`config.mk`:
```
export PLATFORM = sky130hd
export DESIGN_NAME = fpa_seq_addsub
export DESIGN_NICKNAME = d
export VERILOG_FILES = /design/src/rtl/fpa_pkg.sv /design/src/rtl/fpa_align_shift.sv /design/src/rtl/fpa_seq_addsub.sv
export SDC_FILE = /design/constraint.sdc
export NUM_CORES = 1
export LEC_CHECK = 0
export ABC_AREA = 1
export ABC_CLOCK_PERIOD_IN_PS = 29300
export CAP_MARGIN = 20
export CORE_ASPECT_RATIO = 1.5
export CORE_MARGIN = 1.5
export CORE_UTILIZATION = 60
export CTS_CLUSTER_DIAMETER = 100
export CTS_CLUSTER_SIZE = 20
export DETAILED_ROUTE_END_ITERATION = 12
export PLACE_DENSITY = 0.9
export SLEW_MARGIN = 20
export SYNTH_ARGS = -nofsm -noshare
export SYNTH_HDL_FRONTEND = slang
export SYNTH_HIERARCHICAL = 1
export SYNTH_SLANG_ARGS = --single-unit
```
`constraint.sdc`:
```
create_clock -name clk -period 29.3 [get_ports clk]
set_input_delay 4.395 -clock clk [delete_from_list [all_inputs] [get_ports clk]]
set_output_delay 4.395 -clock clk [all_outputs]
set_load 0.02 [all_outputs]
```
`src/rtl/fpa_pkg.sv`:
```
// Shared types, constants and helpers for the sequential binary32 adder/subtractor.
package fpa_pkg;

  localparam int FP_EXP_W = 8;
  localparam int FP_MAN_W = 23;
  localparam int DP_W     = 27;
  localparam int SUM_W    = 28;

  localparam logic [31:0] QNAN_CANON = 32'h7FC0_0000;
  localparam logic [31:0] POS_INF    = 32'h7F80_0000;
  localparam logic [31:0] NEG_INF    = 32'hFF80_0000;

  typedef struct packed {
    logic        sign;
    logic [7:0]  exp;
    logic [22:0] man;
  } fp32_t;

  typedef enum logic [2:0] {
    S_IDLE  = 3'd0,
    S_ALIGN = 3'd1,
    S_ADD   = 3'd2,
    S_NORM  = 3'd3,
    S_ROUND = 3'd4,
    S_HOLD  = 3'd5
  } fpa_state_e;

  typedef struct packed {
    logic invalid;
    logic overflow;
    logic underflow;
    logic inexact;
  } fpa_flags_t;

  function automatic logic [4:0] lzc28(input logic [27:0] v);
    logic [4:0] n;
    logic       found;
    n     = 5'd0;
    found = 1'b0;
    for (int i = 27; i >= 0; i--) begin
      if (!found) begin
        if (v[i]) begin
          found = 1'b1;
        end else begin
          n = n + 5'd1;
        end
      end
    end
    return n;
  endfunction

endpackage

```
`src/rtl/fpa_align_shift.sv`:
```
// Right barrel shifter for the smaller operand; every bit pushed out is folded into bit 0.
module fpa_align_shift (
  input  logic [26:0] data_i,
  input  logic [7:0]  shamt_i,
  output logic [26:0] data_o
);

  logic [26:0] shifted_s;
  logic [26:0] lost_mask_s;
  logic        sticky_s;

  // Shift amounts of 27 or more leave only the sticky bit.
  always_comb begin
    shifted_s   = data_i >> shamt_i;
    lost_mask_s = ~({27{1'b1}} << shamt_i);
    sticky_s    = |(data_i & lost_mask_s);
    data_o      = {shifted_s[26:1], shifted_s[0] | sticky_s};
  end

endmodule

```
`src/rtl/fpa_seq_addsub.sv`:
```
// Multi-cycle binary32 add/subtract, round-to-nearest-even, one operation in flight,
// fixed four-cycle latency from accept to out_valid, result held until consumed.
module fpa_seq_addsub
  import fpa_pkg::*;
#(
  parameter int EXP_W = 8,
  parameter int MAN_W = 23
) (
  input  logic                   clk,
  input  logic                   rst,
  input  logic                   in_valid,
  output logic                   in_ready,
  input  logic                   op,
  input  logic [EXP_W+MAN_W:0]   number_A,
  input  logic [EXP_W+MAN_W:0]   number_B,
  output logic                   out_valid,
  input  logic                   out_ready,
  output logic [EXP_W+MAN_W:0]   number_out,
  output logic [3:0]             out_flags
);

  fpa_state_e state_q, state_d;

  fp32_t       a_q, b_q;
  logic        spec_q, spec_d;
  logic [31:0] spec_res_q, spec_res_d;
  fpa_flags_t  spec_flags_q, spec_flags_d;
  logic        sign_q, sign_d;
  logic        sub_q, sub_d;
  logic [9:0]  exp_q, exp_d;
  logic [26:0] mx_q, mx_d;
  logic [26:0] my_q, my_d;
  logic [27:0] sum_q, sum_d;
  logic [26:0] nm_q, nm_d;
  logic [9:0]  ne_q, ne_d;
  logic [31:0] out_q, out_d;
  fpa_flags_t  flags_q, flags_d;

  fp32_t       x_s, y_s;
  logic [7:0]  ex_eff_s, ey_eff_s, shamt_s;
  logic [26:0] y_shifted_s;

  logic        a_nan_s, b_nan_s, a_inf_s, b_inf_s, a_zero_s, b_zero_s;

  logic [4:0]  lz_s;
  logic [9:0]  lz27_s, emax_s, sh_s;

  logic [23:0] mant24_s;
  logic        g_s, r_s, st_s, rup_s, inexact_s;
  logic [24:0] mr_s;
  logic [9:0]  ef_s;
  logic [22:0] mf_s;

  // State register.
  always_ff @(posedge clk or posedge rst) begin
    if (rst) begin
      state_q <= S_IDLE;
    end else begin
      state_q <= state_d;
    end
  end

  // Next-state logic.
  always_comb begin
    state_d = state_q;
    case (state_q)
      S_IDLE:  state_d = in_valid ? S_ALIGN : S_IDLE;
      S_ALIGN: state_d = S_ADD;
      S_ADD:   state_d = S_NORM;
      S_NORM:  state_d = S_ROUND;
      S_ROUND: state_d = S_HOLD;
      S_HOLD:  state_d = out_ready ? S_IDLE : S_HOLD;
      default: state_d = S_IDLE;
    endcase
  end

  // Handshake outputs decoded from the state register.
  always_comb begin
    in_ready  = 1'b0;
    out_valid = 1'b0;
    case (state_q)
      S_IDLE:  in_ready  = 1'b1;
      S_HOLD:  out_valid = 1'b1;
      default: begin
        in_ready  = 1'b0;
        out_valid = 1'b0;
      end
    endcase
  end

  // ALIGN: order by magnitude, align the smaller operand and resolve special operands.
  always_comb begin
    if (a_q[30:0] >= b_q[30:0]) begin
      x_s = a_q;
      y_s = b_q;
    end else begin
      x_s = b_q;
      y_s = a_q;
    end
    ex_eff_s = (x_s.exp == 8'd0) ? 8'd1 : x_s.exp;
    ey_eff_s = (y_s.exp == 8'd0) ? 8'd1 : y_s.exp;
    shamt_s  = ex_eff_s - ey_eff_s;
    sign_d   = x_s.sign;
    sub_d    = x_s.sign ^ y_s.sign;
    exp_d    = {2'b00, ex_eff_s};
    mx_d     = {(x_s.exp != 8'd0), x_s.man, 3'b000};
    my_d     = y_shifted_s;

    a_nan_s  = (a_q.exp == 8'hFF) && (a_q.man != 23'd0);
    b_nan_s  = (b_q.exp == 8'hFF) && (b_q.man != 23'd0);
    a_inf_s  = (a_q.exp == 8'hFF) && (a_q.man == 23'd0);
    b_inf_s  = (b_q.exp == 8'hFF) && (b_q.man == 23'd0);
    a_zero_s = (a_q[30:0] == 31'd0);
    b_zero_s = (b_q[30:0] == 31'd0);

    spec_d       = 1'b1;
    spec_res_d   = 32'd0;
    spec_flags_d = '0;
    if (a_nan_s) begin
      spec_res_d           = a_q | 32'h0040_0000;
      spec_flags_d.invalid = ~a_q.man[22];
    end else if (b_nan_s) begin
      spec_res_d           = b_q | 32'h0040_0000;
      spec_flags_d.invalid = ~b_q.man[22];
    end else if (a_inf_s && b_inf_s && (a_q.sign != b_q.sign)) begin
      spec_res_d           = QNAN_CANON;
      spec_flags_d.invalid = 1'b1;
    end else if (a_inf_s) begin
      spec_res_d = a_q;
    end else if (b_inf_s) begin
      spec_res_d = b_q;
    end else if (a_zero_s && b_zero_s) begin
      // Only two negative zeros keep the sign; every other zero pair gives +0.
      spec_res_d = {a_q.sign & b_q.sign, 31'd0};
    end else begin
      spec_d = 1'b0;
    end
  end

  fpa_align_shift u_align_shift (
    .data_i  ({(y_s.exp != 8'd0), y_s.man, 3'b000}),
    .shamt_i (shamt_s),
    .data_o  (y_shifted_s)
  );

  // ADD: |X| >= |Y| so the subtraction never goes negative.
  always_comb begin
    if (sub_q) begin
      sum_d = {1'b0, mx_q} - {1'b0, my_q};
    end else begin
      sum_d = {1'b0, mx_q} + {1'b0, my_q};
    end
  end

  // NORM: fold a carry, or left-justify without pushing the exponent below 1.
  always_comb begin
    lz_s   = lzc28(sum_q);
    lz27_s = {5'd0, lz_s} - 10'd1;
    emax_s = exp_q - 10'd1;
    sh_s   = (lz27_s > emax_s) ? emax_s : lz27_s;
    if (sum_q[27]) begin
      nm_d = {sum_q[27:2], sum_q[1] | sum_q[0]};
      ne_d = exp_q + 10'd1;
    end else begin
      nm_d = sum_q[26:0] << sh_s;
      ne_d = exp_q - sh_s;
    end
  end

  // ROUND: nearest-even on guard/round/sticky, then encode and raise flags.
  always_comb begin
    mant24_s  = nm_q[26:3];
    g_s       = nm_q[2];
    r_s       = nm_q[1];
    st_s      = nm_q[0];
    inexact_s = g_s | r_s | st_s;
    rup_s     = g_s & (r_s | st_s | mant24_s[0]);
    mr_s      = {1'b0, mant24_s} + {24'd0, rup_s};
    if (mr_s[24]) begin
      ef_s = ne_q + 10'd1;
      mf_s = mr_s[23:1];
    end else if (mr_s[23]) begin
      ef_s = ne_q;
      mf_s = mr_s[22:0];
    end else begin
      ef_s = 10'd0;
      mf_s = mr_s[22:0];
    end

    flags_d = '0;
    if (spec_q) begin
      out_d   = spec_res_q;
      flags_d = spec_flags_q;
    end else if (ef_s >= 10'd255) begin
      out_d            = sign_q ? NEG_INF : POS_INF;
      flags_d.overflow = 1'b1;
      flags_d.inexact  = 1'b1;
    end else if (mr_s == 25'd0) begin
      out_d = 32'd0;
    end else begin
      out_d             = {sign_q, ef_s[7:0], mf_s};
      flags_d.inexact   = inexact_s;
      flags_d.underflow = inexact_s & (ef_s == 10'd0);
    end
  end

  // Datapath registers, each stage loaded only in its own state.
  always_ff @(posedge clk or posedge rst) begin
    if (rst) begin
      a_q          <= '0;
      b_q          <= '0;
      spec_q       <= 1'b0;
      spec_res_q   <= 32'd0;
      spec_flags_q <= '0;
      sign_q       <= 1'b0;
      sub_q        <= 1'b0;
      exp_q        <= 10'd0;
      mx_q         <= 27'd0;
      my_q         <= 27'd0;
      sum_q        <= 28'd0;
      nm_q         <= 27'd0;
      ne_q         <= 10'd0;
      out_q        <= 32'd0;
      flags_q      <= '0;
    end else begin
      case (state_q)
        S_IDLE: begin
          if (in_valid) begin
            a_q <= number_A;
            b_q <= number_B ^ {op, 31'd0};
          end
        end
        S_ALIGN: begin
          spec_q       <= spec_d;
          spec_res_q   <= spec_res_d;
          spec_flags_q <= spec_flags_d;
          sign_q       <= sign_d;
          sub_q        <= sub_d;
          exp_q        <= exp_d;
          mx_q         <= mx_d;
          my_q         <= my_d;
        end
        S_ADD: sum_q <= sum_d;
        S_NORM: begin
          nm_q <= nm_d;
          ne_q <= ne_d;
        end
        S_ROUND: begin
          out_q   <= out_d;
          flags_q <= flags_d;
        end
        default: begin
          out_q <= out_q;
        end
      endcase
    end
  end

  assign number_out = out_q;
  assign out_flags  = flags_q;

endmodule

```
==> metrics.txt, run 1 <==
max-slew violation count=0; Post-Synthesis Cells=3,388; most used cell, CP=nand2_1; minimum clock period after layout=15,680 ps; Post-CTS Hold Buffers=0; Slew headroom=17.2%; Initial Utilization=60.7%; fmax=63.8 MHz; clock slew at reported path FFs=90 ps; Num CTS Buffers=17; Worst-Margin Slew=1240 ps; # Post-CTS Setup Buffers=0; PostCTS Resize Cnt=0; sequential share of the synthesized area=29.6%; final hold vios=0; Ports=107; Synth warnings=6; final wirelength=75,200 um; run status=complete, no violations; residual DRC count=0; Area contributors post-synth=dfrtp_1 30%, nand2_1 15%, o21ai_0 8.0%; grt total ovfl=0; initial antenna violation count=2; CP Data Required Time=29,690 ps; CP max stage delay=570 ps; Post-synth top flop=dfrtp_1; Layout fillers=3,347; Post-synth top cells=909 x nand2_1, 362 x inv_1, 356 x o21ai_0; Via density=6.02; Initial DRT Pass Iterations=6; # rows=86; Hold Slack=485 ps; Worst path slowest cell=inv_1; WP data arrival=16,070 ps; mean area per synthesized cell=6.56 um^2; clock buffer depth=3; Die X-Extent=160 um; max_cap viols=0; dpl hpwl=57,100 um; critical path endpoint category=register; distinct cell type count after synthesis=63; Yosys top cell area share=29.6%; worst setup path category=reg -> reg; die footprint=38,200 um^2; FFs w/ async S/R, synth=100%; IO buf count=106; CP max FO=31; routability cong.=1.10; antenna-violating nets left=0; post-synthesis register bit count=263; CTS tree=yes; CP startpoint kind=register; Overall Global Routing Usage=39.7%; CTS Sinks=263; Area Growth Syn to Fin=7.74%; Netlist Area Pre-Place=22,200 um^2; final critical-path share of the clock period=53.5%; first-pass GRT wire length=118,000 um; share of post-route cells with drive strength above 1=3.95%; number of flops mapped to enable cells by yosys=0; RSZ-0062 raised after global routing=false; vias in the first global route=21,900; Vias=23,300; core area=36,600 um^2; Hold WC Path Type=reg -> reg; initial DRC count=2,431; WL/cell=19.4 um; Final Skew=21.2 ps; Die Ht=239 um; largest net degree at the start of global routing=159; Final #Nets=3,596; later-pin clock latency in the skew report=520 ps; setup TNS=0 ps; CTS root buffer=clkbuf_16; largest area contributor in the netlist=dfrtp_1; Setup violations, final=0; CTS HTree Levels=1; most frequent cell after synthesis=nand2_1
-- registers in the layout (all words and copies together) (netlist names) --
signal,flops
a_q,32
mx_q,24
out_flags,4
spec_flags_q,1
number_out,32
nm_q,27
my_q,27
b_q,32
sub_q,1
sum_q,28
exp_q,8
spec_res_q,32
state_q,3
spec_q,1
sign_q,1
ne_q,10
-- logic make-up after synthesis --
kind of cell | synth area share, %
AND/OR/NAND/NOR | 34.0
buffers and inverters | 9.45
XOR/XNOR | 2.80
other | 0.0169
flip-flops | 29.6
multiplexers | 0.0957
AO/OA/AOI/OAI | 16.2
adder cells (fa/ha/maj) | 7.81
-- area by class of cell --
| cell class | instances | area (um^2) | area share [%] |
|---|---|---|---|
| timing repair buffer | 129 | 1250 | 5.21 |
| clock buffer | 17 | 425 | 1.78 |
| clock inverter | 1 | 20.0 | 0.0836 |
| inverter | 388 | 1470 | 6.12 |
| sequential | 263 | 6580 | 27.5 |
| tap | 484 | 606 | 2.53 |
| antenna | 1 | 2.50 | 0.0105 |
| multi-input combinational | 2591 | 13600 | 56.8 |
-- layout by cell type, fill, tap and decap left out, drive strengths merged, types with 11 or more instances in the layout --
cell and count:
a21oi 167, a31oi 39, buf 23, clkbuf 17, clkdlybuf4s50 106, dfrtp 263
ha 134, inv 383, nand2 924, nand3 358, nand4 77, nor2 267
nor3 42, nor4 21, o211ai 22, o21ai 382, o21bai 11, xor2 61
-- per-layer routing --
layer	wire length, um	up-vias	track usage, %
met3	5260	335	5.59
met4	8550	2	38.1
met5	8	-	0
li1	-	11200	-
met2	35300	1077	66.1
met1	26100	10700	43.3
-- path summary, 6_finish.rpt --
check / startpoint / end / cells past startpoint / slack (ps)
setup reg to reg: sum_q[26] / ne_q[8] / 113 / 13620
min in group asynchronous: rst / sum_q[18] / 2 / 4380
max in group asynchronous: rst / spec_res_q[27] / 3 / 23580
hold reg to reg: spec_res_q[7] / spec_res_q[7] / 2 / 490
setup / recovery: sum_q[26] / ne_q[8] / 113 / 13620
hold / removal: spec_res_q[7] / spec_res_q[7] / 2 / 490
-- metrics by stage --
stage,setup WS (ps),utilization [%],cells,instance area [um^2]
detailed placement,13750,64.2,3855,23500
finish,13620,65.4,3874,23900
global route,11810,65.4,3874,23900
floorplan,15550,-,3392,22200
global placement,14180,64.2,3855,23500
CTS,13710,65.4,3873,23900
-- worst max-delay path, delay by kind of cell (launching register included) --
| kind | cells | cell delay, ps |
|---|---|---|
| AO/OA/AOI/OAI | 20 | 2500 |
| XOR/XNOR | 3 | 390 |
| adder cells (fa/ha/maj) | 17 | 4820 |
| buffers and inverters | 15 | 1620 |
| flip-flops | 1 | 430 |
| multiplexers | 1 | 260 |
| AND/OR/NAND/NOR | 57 | 5510 |
Power of run 1 is left out: the tool's default activity adds up to more than one toggle a clock period on the data nets, which glitch-free logic cannot reach.
==> inputs of run 2 (changes only) <==
--- a/config.mk
+++ b/config.mk
@@ -6,15 +6,15 @@
 export NUM_CORES = 1
 export LEC_CHECK = 0
 export ABC_AREA = 1
-export ABC_CLOCK_PERIOD_IN_PS = 29300
+export ABC_CLOCK_PERIOD_IN_PS = 14300
 export CAP_MARGIN = 20
 export CORE_ASPECT_RATIO = 1.5
 export CORE_MARGIN = 1.5
-export CORE_UTILIZATION = 60
+export CORE_UTILIZATION = 56
 export CTS_CLUSTER_DIAMETER = 100
 export CTS_CLUSTER_SIZE = 20
 export DETAILED_ROUTE_END_ITERATION = 12
-export PLACE_DENSITY = 0.9
+export PLACE_DENSITY = 0.89
 export SLEW_MARGIN = 20
 export SYNTH_ARGS = -nofsm -noshare
 export SYNTH_HDL_FRONTEND = slang
==> constraint.sdc (replaced) <==
create_clock -name clk -period 14.3 [get_ports clk]
set_input_delay 2.145 -clock clk [delete_from_list [all_inputs] [get_ports clk]]
set_output_delay 2.145 -clock clk [all_outputs]
set_load 0.02 [all_outputs]
==> run 2 against run 1 <==
  * Sequential cell count unchanged
  * Setup slack worse by 13000 ps
  * Via count up 1.4%
  * Global-route usage down 3.8 points
==> metrics.txt, run 2 (synthesis results as in run 1) <==
setup TNS=0 ps (unchanged); CP startpoint kind=register; most frequent cells in the layout=887 x nand2_1, 352 x inv_1, 347 x nand3_1; cell area after placement=23,600 um^2 (+0.54%); worst hold start=spec_res_q[31]; final critical-path share of the clock period=95.4% (+42 points); register area=6580 um^2 (unchanged); later-pin clock latency in the skew report=540 ps (+20 ps); Area Growth Syn to Fin=10.6%; Vias=23,600 (+1.4%); grt total ovfl=0 (unchanged); Final Skew=46.2 ps (+25.0 ps); run status=complete, no violations; most used cell, CP=nand2_1; CTS Sinks=263 (unchanged); clock slew at reported path FFs=90 ps (about the same); WP data arrival=14,120 ps (-1950 ps); minimum clock period after layout=13,650 ps (-2030 ps); share of post-route cells with drive strength above 1=6.76% (+2.8 points); clock buffer depth=3 (unchanged); Ports=107 (unchanged); Final #Nets=3,625 (+0.81%); CP max stage delay=410 ps (-160 ps); first-pass GRT wire length=117,000 um (-0.87%); Num CTS Buffers=17 (unchanged); largest net degree at the start of global routing=101 (-36%); Initial DRT Pass Iterations=6 (unchanged); Hold WC Path Type=reg -> reg; CP max FO=4 (-87%); max_cap viols=0 (unchanged); dpl hpwl=57,200 um (about the same); CP startpoint=sum_q[26]; initial DRC count=2,132 (-12%); max-slew violation count=0 (unchanged); antenna-violating nets left=0 (unchanged); Worst-Margin Slew=1030 ps (-210 ps); commonest non-fill, non-tap cell in the layout=nand2_1; IO buf count=106 (unchanged); Worst path slowest cell=dfrtp_1; final wirelength=74,500 um (-0.99%); Initial Utilization=56.7% (-4.0 points); Die Ht=247 um (+3.5%); worst setup path category=reg -> reg; # rows=89 (+3.5%); fmax=73.3 MHz (+15%); multi-input logic area=14,000 um^2 (+2.7%); Final Instance Area=24,600 um^2 (+2.6%); Overall Global Routing Usage=35.9% (-3.8 points); core area=39,200 um^2 (+7.1%); critical path endpoint category=register; CP Data Required Time=14,770 ps (-14,920 ps); Slew headroom=30.5% (+13 points); vias in the first global route=22,400 (+2.0%); # diodes=0 (-1); CTS HTree Levels=1 (unchanged); residual DRC count=0 (unchanged); CTS tree=yes; final hold vios=0 (unchanged); CTS root buffer=clkbuf_16; R2R Path Start=sum_q[26]; die footprint=40,900 um^2 (+7.0%); Layout fillers=3,611 (+7.9%); routability cong.=1.05 (-4.7%); Via density=6.03 (+0.22%); initial antenna violation count=0 (-2); WL/cell=19.0 um (-2.1%); Post-CTS Hold Buffers=0 (unchanged); Die X-Extent=166 um (+3.4%); Setup violations, final=0 (unchanged)
## run 2: changes by cell type in the layout (fill, tap and decap cells not counted), moves of 7 or more
cell	delta
nand3_2	+7
nand3_1	-7
o21ai_0	-12
nand2_1	-21
buf_4	+27
nand2_2	+15
ha_4	+14
o21ai_1	+8
inv_1	-7
ha_1	-16
## run 2: area by class of cell
| class | instances | share of cell area [%] |
|---|---|---|
| sequential | 263 | 26.8 |
| timing repair buffer | 158 | 5.99 |
| clock inverter | 2 | 0.117 |
| multi-input combinational | 2591 | 56.8 |
| tap | 500 | 2.55 |
| clock buffer | 17 | 1.73 |
| inverter | 388 | 6.00 |
## run 2: stage by stage
step | setup slack (ps) | util, % | instances | hold WS [ps]
3_5_place_dp | -245 | 60.3 | 3887 | 466
4_1_cts | 31.4 | 61.4 | 3906 | 485
6_report | 653 | 62.7 | 3919 | 486
3_3_place_gp | 197 | 60.3 | 3887 | 458
5_1_grt | -453 | 62.7 | 3919 | 503
2_1_floorplan | 548 | - | 3392 | 444
## run 2: path summary, 6_finish.rpt
check,cells after the start,endpoint,slack (ps)
min,2,spec_res_q[31],490
max,108,ne_q[8],650
max in group asynchronous,4,number_out[20],10290
min reg2reg,2,spec_res_q[31],490
min in group asynchronous,2,my_q[20],2090
max reg2reg,108,ne_q[8],650
## run 2: worst max-delay path: cells and delay by family, from the launching register on
kind | cells | cell delay [ps]
fa+ha+maj | 17 | 4240
flops | 1 | 410
buf+inv | 13 | 890
simple gates | 54 | 5280
compound gates | 20 | 2130
xor+xnor | 3 | 360
mux | 1 | 270
## run 2: routing by layer
metal | share of wire, % | wire length, um | GRT usage (%)
met5 | 0 | 0 | 0.725
met4 | 12 | 8750 | 35.8
met3 | 6.7 | 5010 | 5.09
met2 | 47 | 35300 | 60.9
met1 | 34 | 25400 | 37.7
## run 2: what timing repair did
item                                    4_1_cts  5_1_grt
gates resized for setup                       5       91
buffers inserted                              0       13
pin swaps                                     0       62
gates cloned                                  0        0
endpoints found under the setup margin       13       37
Power of run 2 is left out for the same reason.
